===== config.mk =====
export PLATFORM = sky130hd
export DESIGN_NAME = instr_fetch
export DESIGN_NICKNAME = d
export VERILOG_FILES = /design/src/rtl/instr_fetch_pkg.sv /design/src/rtl/instr_fetch_fifo.sv /design/src/rtl/instr_fetch.sv
export SDC_FILE = /design/constraint.sdc
export NUM_CORES = 1
export LEC_CHECK = 0
export ABC_AREA = 1
export BUFFER_PORTS_ARGS = -buffer_cell sky130_fd_sc_hd__buf_2
export CAP_MARGIN = 5
export CORE_ASPECT_RATIO = 0.6
export CORE_MARGIN = 2
export CORE_UTILIZATION = 59
export DETAILED_ROUTE_END_ITERATION = 8
export PLACE_DENSITY = 0.77
export SLEW_MARGIN = 15
export SYNTH_ARGS = -nofsm -noshare
export SYNTH_HDL_FRONTEND = slang
export SYNTH_SLANG_ARGS = --single-unit

===== constraint.sdc =====
create_clock -name clk -period 6.1 [get_ports clk]
set_input_delay 0.915 -clock clk [delete_from_list [all_inputs] [get_ports clk]]
set_output_delay 0.915 -clock clk [all_outputs]
set_load 0.02 [all_outputs]

===== src/rtl/instr_fetch_pkg.sv =====
// Shared definitions for the instruction fetch unit.
//   RESET_PC_DEF        default first fetch address after reset
//   INSTR_OPCODE_HI/LO  opcode field position inside an instruction word
//   INSTR_BYTES         byte stride between sequential instructions
//   fetch_state_e       RUN: normal fetch, DRAIN: stale responses pending
//   align_pc()          clears the byte-offset bits of a PC
package instr_fetch_pkg;

  localparam logic [31:0] RESET_PC_DEF    = 32'h0000_3000;
  localparam int          INSTR_OPCODE_HI = 31;
  localparam int          INSTR_OPCODE_LO = 26;
  localparam logic [31:0] INSTR_BYTES     = 32'd4;

  typedef enum logic {
    ST_RUN   = 1'b0,
    ST_DRAIN = 1'b1
  } fetch_state_e;

  function automatic logic [31:0] align_pc(input logic [31:0] pc);
    return {pc[31:2], 2'b00};
  endfunction

endpackage


===== src/rtl/instr_fetch_fifo.sv =====
// In-order instruction buffer holding {pc, instr} pairs.
//   push/push_data  write one entry (ignored when full unless popping)
//   pop             remove the head entry (ignored when empty)
//   flush           empty the buffer; overrides push and pop
//   head            oldest entry, count = occupancy, empty = (count == 0)
module instr_fifo #(
  parameter int WIDTH = 64,
  parameter int DEPTH = 4
) (
  input  logic                       clk,
  input  logic                       rst_n,
  input  logic                       push,
  input  logic [WIDTH-1:0]           push_data,
  input  logic                       pop,
  input  logic                       flush,
  output logic [WIDTH-1:0]           head,
  output logic [$clog2(DEPTH+1)-1:0] count,
  output logic                       empty
);

  localparam int PW = $clog2(DEPTH);
  localparam int CW = $clog2(DEPTH + 1);
  localparam logic [CW-1:0] FULL_CNT = CW'(DEPTH);

  logic [WIDTH-1:0] mem_q [DEPTH];
  logic [PW-1:0]    rd_ptr_q, rd_ptr_d;
  logic [PW-1:0]    wr_ptr_q, wr_ptr_d;
  logic [CW-1:0]    count_q, count_d;
  logic             do_push, do_pop;

  always_comb begin
    do_pop   = pop && (count_q != '0);
    // A full buffer still accepts a push when the head leaves in the same cycle.
    do_push  = push && ((count_q != FULL_CNT) || do_pop);
    rd_ptr_d = rd_ptr_q;
    wr_ptr_d = wr_ptr_q;
    count_d  = count_q;
    if (flush) begin
      rd_ptr_d = '0;
      wr_ptr_d = '0;
      count_d  = '0;
    end else begin
      if (do_pop)  rd_ptr_d = rd_ptr_q + PW'(1);
      if (do_push) wr_ptr_d = wr_ptr_q + PW'(1);
      count_d = count_q + CW'(do_push) - CW'(do_pop);
    end
  end

  always_ff @(posedge clk or negedge rst_n) begin
    if (!rst_n) begin
      rd_ptr_q <= '0;
      wr_ptr_q <= '0;
      count_q  <= '0;
    end else begin
      rd_ptr_q <= rd_ptr_d;
      wr_ptr_q <= wr_ptr_d;
      count_q  <= count_d;
    end
  end

  // Storage needs no reset: an entry is only visible once count covers it.
  always_ff @(posedge clk) begin
    if (do_push && !flush) mem_q[wr_ptr_q] <= push_data;
  end

  assign head  = mem_q[rd_ptr_q];
  assign count = count_q;
  assign empty = (count_q == '0);

endmodule


===== src/rtl/instr_fetch.sv =====
// Instruction fetch unit: issues sequential word reads to instruction memory,
// buffers returned words in order and presents {pcOut, instr, opcode} to decode.
//   imemReq/imemAddr/imemReady             request channel (valid/ready)
//   imemRespValid/imemRespData             in-order responses, no backpressure
//   instrValid/instrReady/instr/pcOut/opcode decode channel (valid/ready)
//   redirectValid/redirectPc               flush buffer and restart fetch
//   dbg_state                              RUN, or DRAIN while stale responses remain
// Handshakes: a transfer happens in a cycle where valid && ready are both high
// at the rising clock edge; valid does not depend on ready.
module instr_fetch
  import instr_fetch_pkg::*;
#(
  parameter logic [31:0] RESET_PC = RESET_PC_DEF,
  parameter int          DEPTH    = 4
) (
  input  logic         clk,
  input  logic         rst_n,
  output logic         imemReq,
  output logic [31:0]  imemAddr,
  input  logic         imemReady,
  input  logic         imemRespValid,
  input  logic [31:0]  imemRespData,
  output logic         instrValid,
  input  logic         instrReady,
  output logic [31:0]  instr,
  output logic [31:0]  pcOut,
  output logic [5:0]   opcode,
  input  logic         redirectValid,
  input  logic [31:0]  redirectPc,
  output fetch_state_e dbg_state
);

  localparam int CW = $clog2(DEPTH + 1);
  localparam logic [CW:0] DEPTH_W = (CW+1)'(DEPTH);

  logic [31:0]  fpc_q, fpc_d;
  logic [31:0]  rpc_q, rpc_d;
  logic [CW-1:0] outst_q, outst_d;
  logic [CW-1:0] drop_q, drop_d;
  fetch_state_e state_q;

  logic [CW-1:0] cnt;
  logic [63:0]   head;
  logic          empty;
  logic          accept, keep, pop;

  // outst counts every accepted request still in flight, including the ones
  // that will be dropped, so the credit check bounds the memory pipeline too.
  assign imemReq  = rst_n && !redirectValid &&
                    (({1'b0, outst_q} + {1'b0, cnt}) < DEPTH_W);
  assign imemAddr = fpc_q;
  assign accept   = imemReq && imemReady;
  assign keep     = imemRespValid && (drop_q == '0) && !redirectValid;
  assign pop      = instrValid && instrReady && !redirectValid;

  always_comb begin
    fpc_d   = fpc_q;
    rpc_d   = rpc_q;
    outst_d = outst_q + CW'(accept) - CW'(imemRespValid);
    drop_d  = drop_q;
    if (redirectValid) begin
      fpc_d  = align_pc(redirectPc);
      rpc_d  = align_pc(redirectPc);
      // drop_q is a subset of outst_q, so discarding everything in flight
      // (less the word arriving now) already covers earlier redirects.
      drop_d = outst_q - CW'(imemRespValid);
    end else begin
      if (accept) fpc_d = fpc_q + INSTR_BYTES;
      if (keep)   rpc_d = rpc_q + INSTR_BYTES;
      if (imemRespValid && (drop_q != '0)) drop_d = drop_q - CW'(1);
    end
  end

  always_ff @(posedge clk or negedge rst_n) begin
    if (!rst_n) begin
      fpc_q   <= RESET_PC;
      rpc_q   <= RESET_PC;
      outst_q <= '0;
      drop_q  <= '0;
    end else begin
      fpc_q   <= fpc_d;
      rpc_q   <= rpc_d;
      outst_q <= outst_d;
      drop_q  <= drop_d;
    end
  end

  always_ff @(posedge clk or negedge rst_n) begin
    if (!rst_n) begin
      state_q <= ST_RUN;
    end else begin
      case (state_q)
        ST_RUN:   if (drop_d != '0) state_q <= ST_DRAIN;
        ST_DRAIN: if (drop_d == '0) state_q <= ST_RUN;
        default:  state_q <= ST_RUN;
      endcase
    end
  end

  instr_fifo #(
    .WIDTH (64),
    .DEPTH (DEPTH)
  ) u_fifo (
    .clk       (clk),
    .rst_n     (rst_n),
    .push      (keep),
    .push_data ({rpc_q, imemRespData}),
    .pop       (pop),
    .flush     (redirectValid),
    .head      (head),
    .count     (cnt),
    .empty     (empty)
  );

  // Outputs read zero whenever the buffer is empty, which also gives the
  // all-zero reset values without resetting the storage array.
  assign instrValid = !empty;
  assign instr      = empty ? 32'd0 : head[31:0];
  assign pcOut      = empty ? 32'd0 : head[63:32];
  assign opcode     = instr[INSTR_OPCODE_HI:INSTR_OPCODE_LO];
  assign dbg_state  = state_q;

endmodule


==> summary.txt <==
Synthesis
  • Post-Synthesis Cells: 1519
  • Number of synthesized register bits: 322
  • Distinct cell type count after synthesis: 41
  • Sequential area share after synthesis: 0.6314
  • Synthesis Warnings: 0
  • Synth area leaders: sky130_fd_sc_hd__edfxtp_1 51%, sky130_fd_sc_hd__dfrtp_1 12%, sky130_fd_sc_hd__nor2_1 9.2%
  • Most area-hungry cell type in the Yosys netlist: sky130_fd_sc_hd__edfxtp_1
  • Area of the mapped netlist: 14740 um2
  • Number of synthesized flops with an enable pin: between 200 and 250
  • Area share of the largest cell type after synthesis: 0.5054
  • Primary flip-flop cell chosen by synthesis mapping: sky130_fd_sc_hd__edfxtp_1
  • Async S/R FF share, synth: 0.2298
  • Post-synthesis average cell area: 9.701 um2

Die
  • Core Region: 24330 um2
  • Die W: 208.0 um
  • Die Area: roughly 26000 um2
  • I/O pins: roughly 180
  • Die height: 126.4 um
  • Rows: 44
  • Starting utilization of the core area: 0.6056

Route
  • Routed Wire Length: approximately 35 mm
  • TritonRoute pass-1 iters: 5
  • Detailed-route DRC error count: 0
  • Vias per cell: 5.566
  • WL/cell: 17.56 um
  • Initial detailed-routing violation count: 1092
  • Remaining antenna violation count: 0
  • Vias after detailed routing: ~11000

Layout
  • Post-route insts no fill: between 2000 and 2500
  • Fraction of layout cells with a size suffix above 1: 0.1569
  • Number of nets at the end of the flow: 1748
  • Most used cells in the layout excluding fill and tap cells: 357 x sky130_fd_sc_hd__nor2_1, 248 x sky130_fd_sc_hd__edfxtp_1, 241 x sky130_fd_sc_hd__nand2_1
  • Most common cell after layout, fill and taps aside: sky130_fd_sc_hd__nor2_1
  • Signed area change from the synthesized netlist to the final layout: 13.31%

Setup path
  • Number of buffer and inverter stages on the critical path: 4
  • CP top delay family: buffers and inverters
  • Worst setup slack for register-to-register paths: 2.96 ns
  • Data arrival time of the worst path: 3.30 ns
  • Worst-case reg-to-reg path depth: 7
  • Category of the worst setup path launch point: register
  • Required time of the critical path: about 5.2 ns
  • Crit path top cell by count: sky130_fd_sc_hd__buf_4
  • WS Path Type: register to output port
  • Endpoint of the worst-slack reg-to-reg timing path: u_fifo.mem_q[3][62]
  • Max incr delay on CP: around 0.63 ns
  • Cell breakdown of the critical path: buf_4 -> inv_2 -> buf_4 -> nor2_1 -> o21ai_0 -> a21oi_1 -> buf_2
  • Maximum fanout along the worst path: 63
  • Startpoint of the most critical register-to-register path: drop_q[0]
  • Crit end category: output port
  • Slowest cell on the critical path: sky130_fd_sc_hd__buf_4

Placement
  • GP Congestion: 0.9217
  • Setup WS pre-CTS: 2.497 ns
  • Detailed-placement wirelength estimate: 21.88 mm
  • Number of cells after detailed placement: between 1500 and 2000
  • Number of buffers added on ports: ~170

Timing
  • Pins over their slew limit: 0
  • Min Clock Period, post-route: 4.210 ns
  • Total negative slack: 0 ns
  • Maximum clock rate: 237.5 MHz
  • Final clock period utilization by the worst path: 0.6902
  • RSZ-0062 raised after global routing: no
  • Final clock skew: 0.009717 ns
  • Minimum hold slack: between 0.2 and 0.3 ns
  • Final critical-path setup slack: ~1.9 ns
  • Actual transition at the worst max-transition pin: 1.171 ns
  • Final Hold Viols: 0
  • Max-slew headroom: 0.2196
  • Setup violation total in the final timing report: 0

Run status
  • Outcome: finished, final reports clean

GRT
  • Maximum number of pins on one net before global-route repair: between 100 and 150
  • Remaining Overflow, GRT: 0
  • Number of antenna violations at the first check in global routing: 2
  • Vias in the first global route: 10490
  • Global routing usage summed across all routing layers: 0.2674
  • Wire length of the first global-routing pass: ~56 mm

CTS
  • Hold-fix buffer count after cts: 0
  • Buffers inserted during post-CTS setup optimization: 0
  • CTS Root Cell: sky130_fd_sc_hd__clkbuf_16
  • Clock slew at the register clock pins of the worst setup and hold paths: 0.06 ns
  • Later-pin clock latency in the skew report: roughly 0.55 ns
  • Number of CTS-inserted buffers: 29
  • CTS tree: built
  • Number of gates resized after CTS: 0
  • Number of sinks on the clock net: 322
  • CTS Buffer Depth: 3
  • Total number of H-tree levels: 1

Power and ir drop
  • Maximum VDD drop: 308.2 uV
  • Leakage: 6.743 nW
  • Cell area power density: 389.0 nW/um2

Flow run
  • Maxcap violations: 0

Min path
  • Type of the worst min-delay path: input port to asynchronous set/reset pin
-- flip-flops by register name, indices dropped and copies added (netlist names) --
| register | count |
|---|---|
| u_fifo.mem_q | 248 |
| imemAddr | 30 |
| rpc_q | 30 |
| drop_q | 3 |
| outst_q | 3 |
| u_fifo.count | 3 |
| u_fifo.rd_ptr_q | 2 |
| u_fifo.wr_ptr_q | 2 |
| dbg_state | 1 |
-- report_power, final --
part	leakage (nW)	internal [mW]	switching, mW	total, mW
combinational	3.17	0.566	1.41	1.98
clock	0.456	0.998	0.775	1.77
sequential	3.11	2.55	0.201	2.75
-- Yosys cell counts (6+ instances only) --
master	count
sky130_fd_sc_hd__nor2_2	8
sky130_fd_sc_hd__clkbuf_1	31
sky130_fd_sc_hd__dfrtp_1	70
sky130_fd_sc_hd__inv_1	91
sky130_fd_sc_hd__xor2_1	6
sky130_fd_sc_hd__nand3_1	75
sky130_fd_sc_hd__nor2_1	361
sky130_fd_sc_hd__buf_4	12
sky130_fd_sc_hd__o211ai_1	9
sky130_fd_sc_hd__a21oi_1	109
sky130_fd_sc_hd__edfxtp_1	248
sky130_fd_sc_hd__o21ai_0	149
sky130_fd_sc_hd__buf_2	26
sky130_fd_sc_hd__nand2_1	241
sky130_fd_sc_hd__ha_1	16
-- cells by family after synthesis --
logic type / synth area share
other cells: 0.0002545
xor+xnor: 0.004755
simple gates: 0.1982
buf+inv: 0.04908
compound gates: 0.1000
flops: 0.6314
fa+ha+maj: 0.01630
-- metrics by stage --
step,area [um2],power [mW],util
after CTS,16690,6.523,0.6859
after detailed placement,15770,4.755,0.6479
final,16700,6.495,0.6861
after global placement,15770,4.708,0.6479
after global routing,16690,6.846,0.6859
after floorplan,14750,4.092,-
-- how the worst max path moves through the flow --
stage                               to          startpoint  cells past startpoint
global placement             pcOut[20]  u_fifo.rd_ptr_q[1]                      7
global route                 pcOut[20]  u_fifo.rd_ptr_q[1]                      7
finish                       pcOut[20]  u_fifo.rd_ptr_q[1]                      7
detailed placement           pcOut[20]  u_fifo.rd_ptr_q[1]                      7
CTS                          pcOut[20]  u_fifo.rd_ptr_q[1]                      7
floorplan           u_fifo.mem_q[0][0]       imemRespValid                      4
-- final cells by class --
| cell class | count | area (um2) |
|---|---|---|
| inverter | 95 | 356.6 |
| timing repair buffer | 182 | 948.4 |
| sequential | 322 | 9309 |
| tap | 322 | 402.9 |
| fill | 1825 | 7637 |
| clock inverter | 15 | 131.4 |
| antenna | 2 | 5.005 |
| clock buffer | 39 | 793.3 |
| multi-input combinational | 1030 | 4750 |
-- metal layers --
metal  wire length, um  global-route usage  share of wire  vias to the layer above
li1                  -                   -              -                     5403
met1             16230              0.4141           0.46                     5304
met2             15670              0.3996           0.44                      425
met3              2926             0.04952          0.083                       37
met4               398             0.05549          0.011                        2
met5                11                   0        0.00031                        -
(Power assumes the default switching activity.)
